[config.mk]
export PLATFORM = sky130hd
export DESIGN_NAME = tp84_pll_retune_flat
export DESIGN_NICKNAME = d
export VERILOG_FILES = /design/src/rtl/tp84_pll_retune_pkg.sv /design/src/rtl/tp84_pll_retune_if.sv /design/src/rtl/tp84_pll_retune_sync_stable.sv /design/src/rtl/tp84_pll_retune.sv /design/src/flat_wrapper.sv
export SDC_FILE = /design/constraint.sdc
export NUM_CORES = 1
export LEC_CHECK = 0
export ABC_CLOCK_PERIOD_IN_PS = 4280
export BUFFER_PORTS_ARGS = -buffer_cell sky130_fd_sc_hd__buf_4
export CORE_MARGIN = 5
export CORE_UTILIZATION = 45
export DETAILED_ROUTE_END_ITERATION = 8
export GPL_TIMING_DRIVEN = 0
export PLACE_DENSITY = 0.77
export SLEW_MARGIN = 0
export SYNTH_ARGS = -nofsm -noshare
export SYNTH_HDL_FRONTEND = slang
export SYNTH_SLANG_ARGS = --single-unit
[constraint.sdc]
create_clock -name clk_50m -period 4.28 [get_ports clk_50m]
set_input_delay 0.642 -clock clk_50m [delete_from_list [all_inputs] [get_ports clk_50m]]
set_output_delay 0.642 -clock clk_50m [all_outputs]
set_load 0.02 [all_outputs]
[src/rtl/tp84_pll_retune_pkg.sv]
// Shared types and constants for the TP84 PLL retune sequencer.
package tp84_pll_pkg;

  typedef enum logic [2:0] {
    ST_IDLE,
    ST_W_MODE,
    ST_W_FRAC,
    ST_W_START,
    ST_GAP,
    ST_WAIT_DROP,
    ST_WAIT_LOCK,
    ST_SETTLE
  } pll_state_e;

  localparam logic [5:0]  ADDR_MODE       = 6'd0;
  localparam logic [5:0]  ADDR_START      = 6'd2;
  localparam logic [5:0]  ADDR_FRAC       = 6'd7;

  localparam logic [31:0] FRAC_NATIVE_DEF = 32'd3639383488;
  localparam logic [31:0] FRAC_UNDER_DEF  = 32'd3268298314;

  function automatic logic [31:0] frac_word(input logic        under,
                                            input logic [31:0] native,
                                            input logic [31:0] underclk);
    return under ? underclk : native;
  endfunction

endpackage

[src/rtl/tp84_pll_retune_if.sv]
// Avalon-MM management port towards the pll_cfg reconfiguration controller.
interface tp84_pll_retune_if;
  logic        mgmt_write;
  logic [5:0]  mgmt_address;
  logic [31:0] mgmt_writedata;
  logic        mgmt_waitrequest;

  modport master (output mgmt_write, mgmt_address, mgmt_writedata,
                  input  mgmt_waitrequest);
  modport slave  (input  mgmt_write, mgmt_address, mgmt_writedata,
                  output mgmt_waitrequest);
endinterface

[src/rtl/tp84_pll_retune_sync_stable.sv]
// Two-flop synchronizer with an optional third flop flagging a settled value.
module sync_stable #(
  parameter bit STABLE_EN = 1'b1
) (
  input  logic clk,
  input  logic reset,
  input  logic d,
  output logic q,
  output logic stable
);

  logic s1, s2;

  always_ff @(posedge clk) begin
    if (!reset) begin
      s1 <= 1'b0;
      s2 <= 1'b0;
    end else begin
      s1 <= d;
      s2 <= s1;
    end
  end

  assign q = s2;

  generate
    if (STABLE_EN) begin : g_stable
      logic prev;
      always_ff @(posedge clk) begin
        if (!reset) prev <= 1'b0;
        else        prev <= s2;
      end
      assign stable = (s2 == prev);
    end else begin : g_nostable
      assign stable = 1'b1;
    end
  endgenerate

endmodule

[src/rtl/tp84_pll_retune.sv]
// Retunes the core PLL between native and underclock fractions via pll_cfg,
// holding the core until the PLL has relocked and settled.
module tp84_pll_retune
  import tp84_pll_pkg::*;
#(
  parameter logic [31:0] FRAC_NATIVE   = FRAC_NATIVE_DEF,
  parameter logic [31:0] FRAC_UNDER    = FRAC_UNDER_DEF,
  parameter int unsigned WRITE_GAP     = 3,
  parameter int unsigned DROP_TIMEOUT  = 1024,
  parameter int unsigned SETTLE_CYCLES = 4096
) (
  input  logic                      clk_50m,
  input  logic                      reset,
  input  logic                      underclock_req,
  input  logic                      pll_locked,
  tp84_pll_retune_if.master         mgmt,
  output logic                      busy,
  output logic                      core_hold,
  output logic                      underclock_applied
);

  localparam int unsigned GAP_W    = (WRITE_GAP > 1)     ? $clog2(WRITE_GAP)     : 1;
  localparam int unsigned DROP_W   = (DROP_TIMEOUT > 1)  ? $clog2(DROP_TIMEOUT)  : 1;
  localparam int unsigned SETTLE_W = (SETTLE_CYCLES > 1) ? $clog2(SETTLE_CYCLES) : 1;

  localparam logic [GAP_W-1:0]    GAP_LAST    = GAP_W'(WRITE_GAP - 1);
  localparam logic [DROP_W-1:0]   DROP_LAST   = DROP_W'(DROP_TIMEOUT - 1);
  localparam logic [SETTLE_W-1:0] SETTLE_LAST = SETTLE_W'(SETTLE_CYCLES - 1);

  logic req_s, req_stable, lock_s, lock_stable_unused;

  sync_stable #(.STABLE_EN(1'b1)) u_req_sync (
    .clk    (clk_50m),
    .reset  (reset),
    .d      (underclock_req),
    .q      (req_s),
    .stable (req_stable)
  );

  sync_stable #(.STABLE_EN(1'b0)) u_lock_sync (
    .clk    (clk_50m),
    .reset  (reset),
    .d      (pll_locked),
    .q      (lock_s),
    .stable (lock_stable_unused)
  );

  pll_state_e           state, after_gap;
  logic                 target, dirty;
  logic [GAP_W-1:0]     gap_cnt;
  logic [DROP_W-1:0]    drop_cnt;
  logic [SETTLE_W-1:0]  settle_cnt;

  // One shared GAP state; after_gap remembers which step follows it.
  always_ff @(posedge clk_50m) begin
    if (!reset) begin
      state               <= ST_IDLE;
      after_gap           <= ST_W_FRAC;
      target              <= 1'b0;
      dirty               <= 1'b1;
      underclock_applied  <= 1'b0;
      busy                <= 1'b0;
      core_hold           <= 1'b0;
      mgmt.mgmt_write     <= 1'b0;
      mgmt.mgmt_address   <= '0;
      mgmt.mgmt_writedata <= '0;
      gap_cnt             <= '0;
      drop_cnt            <= '0;
      settle_cnt          <= '0;
    end else begin
      case (state)
        ST_IDLE: begin
          if (req_stable && ((req_s != underclock_applied) || dirty)) begin
            target              <= req_s;
            state               <= ST_W_MODE;
            busy                <= 1'b1;
            core_hold           <= 1'b1;
            mgmt.mgmt_write     <= 1'b1;
            mgmt.mgmt_address   <= ADDR_MODE;
            mgmt.mgmt_writedata <= '0;
          end
        end
        ST_W_MODE, ST_W_FRAC, ST_W_START: begin
          if (!mgmt.mgmt_waitrequest) begin
            mgmt.mgmt_write <= 1'b0;
            gap_cnt         <= '0;
            state           <= ST_GAP;
            after_gap       <= (state == ST_W_MODE) ? ST_W_FRAC :
                               (state == ST_W_FRAC) ? ST_W_START : ST_WAIT_DROP;
          end
        end
        ST_GAP: begin
          if (gap_cnt == GAP_LAST) begin
            state <= after_gap;
            case (after_gap)
              ST_W_FRAC: begin
                mgmt.mgmt_write     <= 1'b1;
                mgmt.mgmt_address   <= ADDR_FRAC;
                mgmt.mgmt_writedata <= frac_word(target, FRAC_NATIVE, FRAC_UNDER);
              end
              ST_W_START: begin
                mgmt.mgmt_write     <= 1'b1;
                mgmt.mgmt_address   <= ADDR_START;
                mgmt.mgmt_writedata <= '0;
              end
              default: drop_cnt <= '0;
            endcase
          end else begin
            gap_cnt <= gap_cnt + 1'b1;
          end
        end
        ST_WAIT_DROP: begin
          if (!lock_s || (drop_cnt == DROP_LAST)) state <= ST_WAIT_LOCK;
          else                                     drop_cnt <= drop_cnt + 1'b1;
        end
        ST_WAIT_LOCK: begin
          if (lock_s) begin
            state      <= ST_SETTLE;
            settle_cnt <= '0;
          end
        end
        ST_SETTLE: begin
          if (!lock_s) begin
            settle_cnt <= '0;
          end else if (settle_cnt == SETTLE_LAST) begin
            state              <= ST_IDLE;
            underclock_applied <= target;
            dirty              <= 1'b0;
            busy               <= 1'b0;
            core_hold          <= 1'b0;
          end else begin
            settle_cnt <= settle_cnt + 1'b1;
          end
        end
        default: state <= ST_IDLE;
      endcase
    end
  end

endmodule

[src/flat_wrapper.sv]
// flat-port wrapper written by rule: the top's interface ports become plain ports
module tp84_pll_retune_flat import tp84_pll_pkg::*;
#(
  parameter logic [31:0] FRAC_NATIVE   = FRAC_NATIVE_DEF,
  parameter logic [31:0] FRAC_UNDER    = FRAC_UNDER_DEF,
  parameter int unsigned WRITE_GAP     = 3,
  parameter int unsigned DROP_TIMEOUT  = 1024,
  parameter int unsigned SETTLE_CYCLES = 4096
)
  (clk_50m, reset, underclock_req, pll_locked, busy, core_hold, underclock_applied, mgmt_mgmt_write, mgmt_mgmt_address, mgmt_mgmt_writedata, mgmt_mgmt_waitrequest);
  tp84_pll_retune_if mgmt_i ();
  input  logic clk_50m;
  input  logic reset;
  input  logic underclock_req;
  input  logic pll_locked;
  output logic busy;
  output logic core_hold;
  output logic underclock_applied;
  output wire logic [$bits(mgmt_i.mgmt_write)-1:0] mgmt_mgmt_write;
  output wire logic [$bits(mgmt_i.mgmt_address)-1:0] mgmt_mgmt_address;
  output wire logic [$bits(mgmt_i.mgmt_writedata)-1:0] mgmt_mgmt_writedata;
  input wire logic [$bits(mgmt_i.mgmt_waitrequest)-1:0] mgmt_mgmt_waitrequest;
  assign mgmt_mgmt_write = mgmt_i.mgmt_write;
  assign mgmt_mgmt_address = mgmt_i.mgmt_address;
  assign mgmt_mgmt_writedata = mgmt_i.mgmt_writedata;
  assign mgmt_i.mgmt_waitrequest = mgmt_mgmt_waitrequest;
  tp84_pll_retune #(.FRAC_NATIVE(FRAC_NATIVE), .FRAC_UNDER(FRAC_UNDER), .WRITE_GAP(WRITE_GAP), .DROP_TIMEOUT(DROP_TIMEOUT), .SETTLE_CYCLES(SETTLE_CYCLES)) u_core (.clk_50m(clk_50m), .reset(reset), .underclock_req(underclock_req), .pll_locked(pll_locked), .mgmt(mgmt_i), .busy(busy), .core_hold(core_hold), .underclock_applied(underclock_applied));
endmodule
==> qor.yml, run 1 <==
pin_count: 47
via_per_inst: 5.08
ys_seq_area_frac: 0.357
synth_seq_cells: 44
ctsHoldBuffers: 0
synth_cell_types: 48
synth.avg_cell_area_sq_um: 8.09
drc: 0
fillCellCount: 523
ant_nets: 0
fmax_ghz: 0.494
vias: 2181
fin_skew_ps: 8.81
reg2reg_slack_ps: 2260
grt_remaining_overflow: 0
yosys_most_used_dff: "dfxtp_1"
fin_crit_sh: 0.473
finalSetupViolCount: 0
start_util: 0.456
finalWeightedCongestion: 0.844
rsz0062_at_grt: "no"
top_layer: "met4"
leakagePower_uw: 0.00123
dpl.hpwl_microns: 3960
cts_sinks: 44
grt_usage: 0.152
die_w_microns: 84.0
syn_to_final_growth_pct: 18.8
wl_met3_microns: 212
hold_viol_final: 0
cts_buffers: 5
fin_setup_tns_ps: 0
ir_drop_uv: 165
powerDensity_nw_per_um2: 353
yosys.area.top_type_share: 0.357
grt_max_degree: 14
synth_async_sr_flop_share: 0
hold_path_class: "reg -> reg"
power.total_uw: 1030
core_sq_um: 5410
status: "finished clean"
port_buffers: 31
drive_above_1_share: 0.297
die-area_sq_um: 7060
antennaDiodeCount: 0
initialDrtViolationCount: 104
relSlewSlack: 0.614
crit_type: "reg -> reg"
endpoint_kind: "register"
wl_met1_microns: 2350
antenna_found_initial: 0
worstSkewPairLatency_ps: 300
required_ps: 4470
clock_path_buffers: 2
rows: 27
arrival_ps: 2210
period_needed_ps: 2020
drt_wl_total_microns: 5290
synth_area_sq_um: 2470
nets: 364
die_height_microns: 84.0
synthesis.instances: 305
synth_largest_area_cell: "dfxtp_1"
post_cts_resized: 0
worst_slew_pin_slew_ps: 574
drv_cap: 0
wl_per_cell_microns: 12.3
first_global_vias: 2001
cts_tree: "yes"
cts_max_level: 2
start_kind: "register"
grt_pass1_wl_microns: 8950
clk_pin_slew_ps: 80
yosys_warnings: 0
dr.pass1.iters: 4
synth_edf_count: 0
met2_length_microns: 2630
synth_area_leaders: "dfxtp_1 36%, buf_4 11%, nand2_1 7.2%, o221a_2 5.0%, nor2_1 3.7%"
slew_violations: 0
cp_max_fo: 7
cts-root-buf: "clkbuf_8"
post_cts_buffers: 0
flip-flops by register name (all words and copies together) (netlist names), 2 cells and up:
signal and cells:
u_core.drop_cnt 10, u_core.state 3, u_core.mgmt.mgmt_writedata 2, u_core.after_gap 3, u_core.gap_cnt 2, u_core.mgmt.mgmt_address 2, u_core.settle_cnt 12
cells in the mapped netlist, drive strengths merged (4+ instances only):
library cell  number
nand2             49
dfxtp             44
buf               41
nor2              25
o21ai             15
nand3             13
a21oi             11
o221a             11
clkbuf             9
nor2b              9
nand4              8
and2               7
inv                7
nor3               6
a21boi             4
a31oi              4
mux2i              4
o211ai             4
worst max-delay path, cell delays in order (launching register included):
cell and delay (ps):
dfxtp_1 410, ha_1 250, nand3_2 180, nor4_4 470, nand3_2 130, nand2_2 160, nor2_1 60, o221a_2 270
path summary, 6_finish.rpt:
kind	start	to	cells after the start
setup / recovery	u_core.settle_cnt[0]	u_core.settle_cnt[4]	7
hold / removal	u_core.u_lock_sync.s1	u_core.u_lock_sync.q	1
setup reg to reg	u_core.settle_cnt[0]	u_core.settle_cnt[4]	7
hold reg to reg	u_core.u_lock_sync.s1	u_core.u_lock_sync.q	1
power breakdown:
part | leakage, uW | total (uW) | switching [uW] | internal [uW]
Clock | 0.0000510 | 269 | 141 | 129
Sequential | 0.000357 | 458 | 21.0 | 437
Combinational | 0.000818 | 306 | 179 | 127
metrics by stage:
step                      hold slack, ps  setup slack (ps)  instances  cell area (sq um)  utilization
after CTS                            445              2240        429               2930        0.542
final                                437              2260        429               2930        0.542
after floorplan                      412              2550        318               2510            -
after global placement               418              2310        421               2840        0.525
after detailed placement             421              2260        421               2840        0.525
after global routing                 461              2120        429               2930        0.542
cells by family (layout without fill, tap and decap cells):
family | Yosys count | after routing | share of synthesized area
fa+ha+maj | 3 | 3 | 0.0152
buf+inv | 57 | 96 | 0.151
compound gates | 64 | 64 | 0.192
flops | 44 | 44 | 0.357
simple gates | 132 | 132 | 0.267
other cells | 1 | 14 | 0.00152
mux | 4 | 4 | 0.0162
cells in the final DEF (no fill, tap or decap), types with 3 or more instances in the layout:
master,instances
nand3_1,11
clkbuf_1,8
and2_1,7
nor2b_1,9
clkbuf_8,6
a21oi_1,11
o211ai_1,4
o22ai_1,3
dfxtp_1,44
a21boi_0,3
nand2_1,47
or2_2,3
nand4_1,8
inv_1,7
nor3_1,6
nor2_1,24
conb_1,14
buf_4,68
nand2b_1,3
mux2i_1,4
a31oi_1,4
ha_1,3
o21ai_0,13
o221a_2,11
per-layer routing:
layer,vias to the layer above,global-route usage
met4,0,0.0658
met5,-,0
li1,1116,-
met3,9,0.0286
met1,1020,0.185
met2,36,0.260
area by class of cell:
cell class / count / area, sq um / area share
multi-input cells: 217 / 1260 / 0.431
clock inverters: 2 / 10.0 / 0.00342
inverters: 7 / 26.3 / 0.00897
flip-flops and latches: 44 / 881 / 0.301
repair buffers: 31 / 233 / 0.0794
well taps: 72 / 90.1 / 0.0307
clock buffers: 6 / 82.6 / 0.0282
plain buffers: 50 / 345 / 0.118
(Power assumes the default switching activity.)
==> inputs of run 2 (changes only) <==
--- a/config.mk
+++ b/config.mk
@@ -5,7 +5,7 @@
 export SDC_FILE = /design/constraint.sdc
 export NUM_CORES = 1
 export LEC_CHECK = 0
-export ABC_CLOCK_PERIOD_IN_PS = 4280
+export ABC_CLOCK_PERIOD_IN_PS = 1910
 export BUFFER_PORTS_ARGS = -buffer_cell sky130_fd_sc_hd__buf_4
 export CORE_MARGIN = 5
 export CORE_UTILIZATION = 45
==> constraint.sdc (replaced) <==
create_clock -name clk_50m -period 1.91 [get_ports clk_50m]
set_input_delay 0.2865 -clock clk_50m [delete_from_list [all_inputs] [get_ports clk_50m]]
set_output_delay 0.2865 -clock clk_50m [all_outputs]
set_load 0.02 [all_outputs]
==> run 2 against run 1 <==
Compared with the run above: die area did not move; fmax rose by 12%; cell area rose by 1.9%; clock skew rose by 0.66 ps; non-clock buffer count rose by 2; via count rose by 0.28%; critical path type unchanged.
==> qor.yml, run 2 (synthesis results as in run 1) <==
status: "finished clean"
start_util: 0.456
finalNonFillerCells: 431
arrival_ps: 2000
leakagePower_uw: 0.00123
worst_slew_pin_slew_ps: 584
die_height_microns: 84.0
grt_pass1_wl_microns: 9110
relSlewSlack: 0.607
drt_wl_total_microns: 5430
core_sq_um: 5410
fmax_ghz: 0.554
intPower_uw: 1550
vias: 2187
fillCellCount: 516
cts_buffers: 5
cp_max_fo: 7
grt_usage: 0.155
fin_crit_sh: 0.945
largest_reg_flops: 12
port_buffers: 31
via_per_inst: 5.07
crit_chain: "ha_4 > nand3_4 > nor4_4 > buf_4 > nand3_2 > nand2_4 > nor2_1 > o221a_2"
hold_viol_final: 0
pwr-share-comb: 0.295
drive_above_1_share: 0.320
fin_setup_tns_ps: 0
period_needed_ps: 1810
grt_remaining_overflow: 0
rsz0062_at_grt: "no"
swShare: 0.330
syn_to_final_growth_pct: 21.1
placed_area_sq_um: 2840
clock_path_buffers: 2
pin_count: 47
crit_slowest_cell: "dfxtp_2"
final_common_cell: "buf_4"
antenna_found_initial: 0
top_regs: "u_core.settle_cnt x12, u_core.drop_cnt x10"
critPathMaxStageDelay_ps: 390
start_kind: "register"
grt_max_degree: 14
pwr-share-clk: 0.261
first_global_vias: 2022
cts_tree: "yes"
worstSkewPairLatency_ps: 300
required_ps: 2100
crit_type: "reg -> reg"
antennaDiodeCount: 0
regMostFlops: "u_core.settle_cnt"
final_area_sq_um: 2990
switchingPower_uw: 763
mostFrequentLayoutCells: "70 x buf_4, 47 x nand2_1, 41 x dfxtp_1"
powerDensity_nw_per_um2: 774
endpoint_kind: "register"
wl_per_cell_microns: 12.6
clk_pin_slew_ps: 80
placed_cells: 421
nets: 366
initialDrtViolationCount: 128
cts_sinks: 44
cts-root-buf: "clkbuf_8"
rows: 27
die_w_microns: 84.0
drc: 0
hold_path_class: "in -> reg"
dpl.hpwl_microns: 3960
finalSetupViolCount: 0
die-area_sq_um: 7060
ir_drop_uv: 370
finalWeightedCongestion: 0.844
seqPwrFrac: 0.443
drv_cap: 0
ant_nets: 0
cts_max_level: 2
dr.pass1.iters: 4
slew_violations: 0
fin_skew_ps: 9.47
-- run 2: cell types whose count changed in the layout (fill, tap and decap cells not counted), moves of 2 or more --
cell	change
dfxtp_1	-3
dfxtp_2	+3
buf_4	+2
ha_1	-2
-- run 2: area by class of cell --
cell class | count | area (sq um) | share of cell area
plain buffers | 50 | 345 | 0.116
repair buffers | 33 | 248 | 0.0829
inverters | 7 | 26.3 | 0.00880
clock buffers | 6 | 82.6 | 0.0276
clock inverters | 2 | 10.0 | 0.00335
multi-input cells | 217 | 1300 | 0.435
flip-flops and latches | 44 | 885 | 0.296
well taps | 72 | 90.1 | 0.0302
-- run 2: through the flow --
stage	power (uW)	setup slack [ps]	hold slack (ps)	util
after floorplan	1570	180	412	-
after global placement	1720	-61.3	418	0.525
after detailed placement	1730	-111	421	0.525
after CTS	2340	3.57	183	0.547
after global routing	2460	3.12	192	0.553
final	2310	105	191	0.553
-- run 2: power by group through the flow --
stage / combinational [uW] / clock (uW) / sequential, uW
detailed placement: 684 / 0 / 1050
floorplan: 516 / 0 / 1060
CTS: 688 / 624 / 1030
global placement: 678 / 0 / 1040
global route: 768 / 655 / 1040
finish: 683 / 605 / 1030
-- run 2: timing repair --
item                                    4_1_cts  5_1_grt
pin swaps                                     1        2
resized for setup                             4        6
hold buffers                                  0        0
endpoints found under the setup margin       13       23
setup buffers                                 2        0
-- run 2: metal layers --
layer,vias up,global-route usage,part of all wire
met5,-,0,0
met4,0,0.0658,0.018
met3,10,0.0296,0.042
met2,49,0.266,0.50
met1,1009,0.187,0.44
li1,1119,-,-
-- run 2: final timing paths --
check                             start                     to  slack (ps)  depth (start not counted)
setup / recovery   u_core.settle_cnt[0]   u_core.settle_cnt[4]         100                          8
hold / removal               pll_locked  u_core.u_lock_sync.s1         190                          2
setup reg to reg   u_core.settle_cnt[0]   u_core.settle_cnt[4]         100                          8
hold reg to reg   u_core.u_lock_sync.s1   u_core.u_lock_sync.q         440                          1
-- run 2: critical path, delay by kind of cell, from the launching register on --
kind	cells	cell delay [ps]
compound gates	1	260
fa+ha+maj	1	180
buf+inv	1	170
flops	1	390
simple gates	5	690
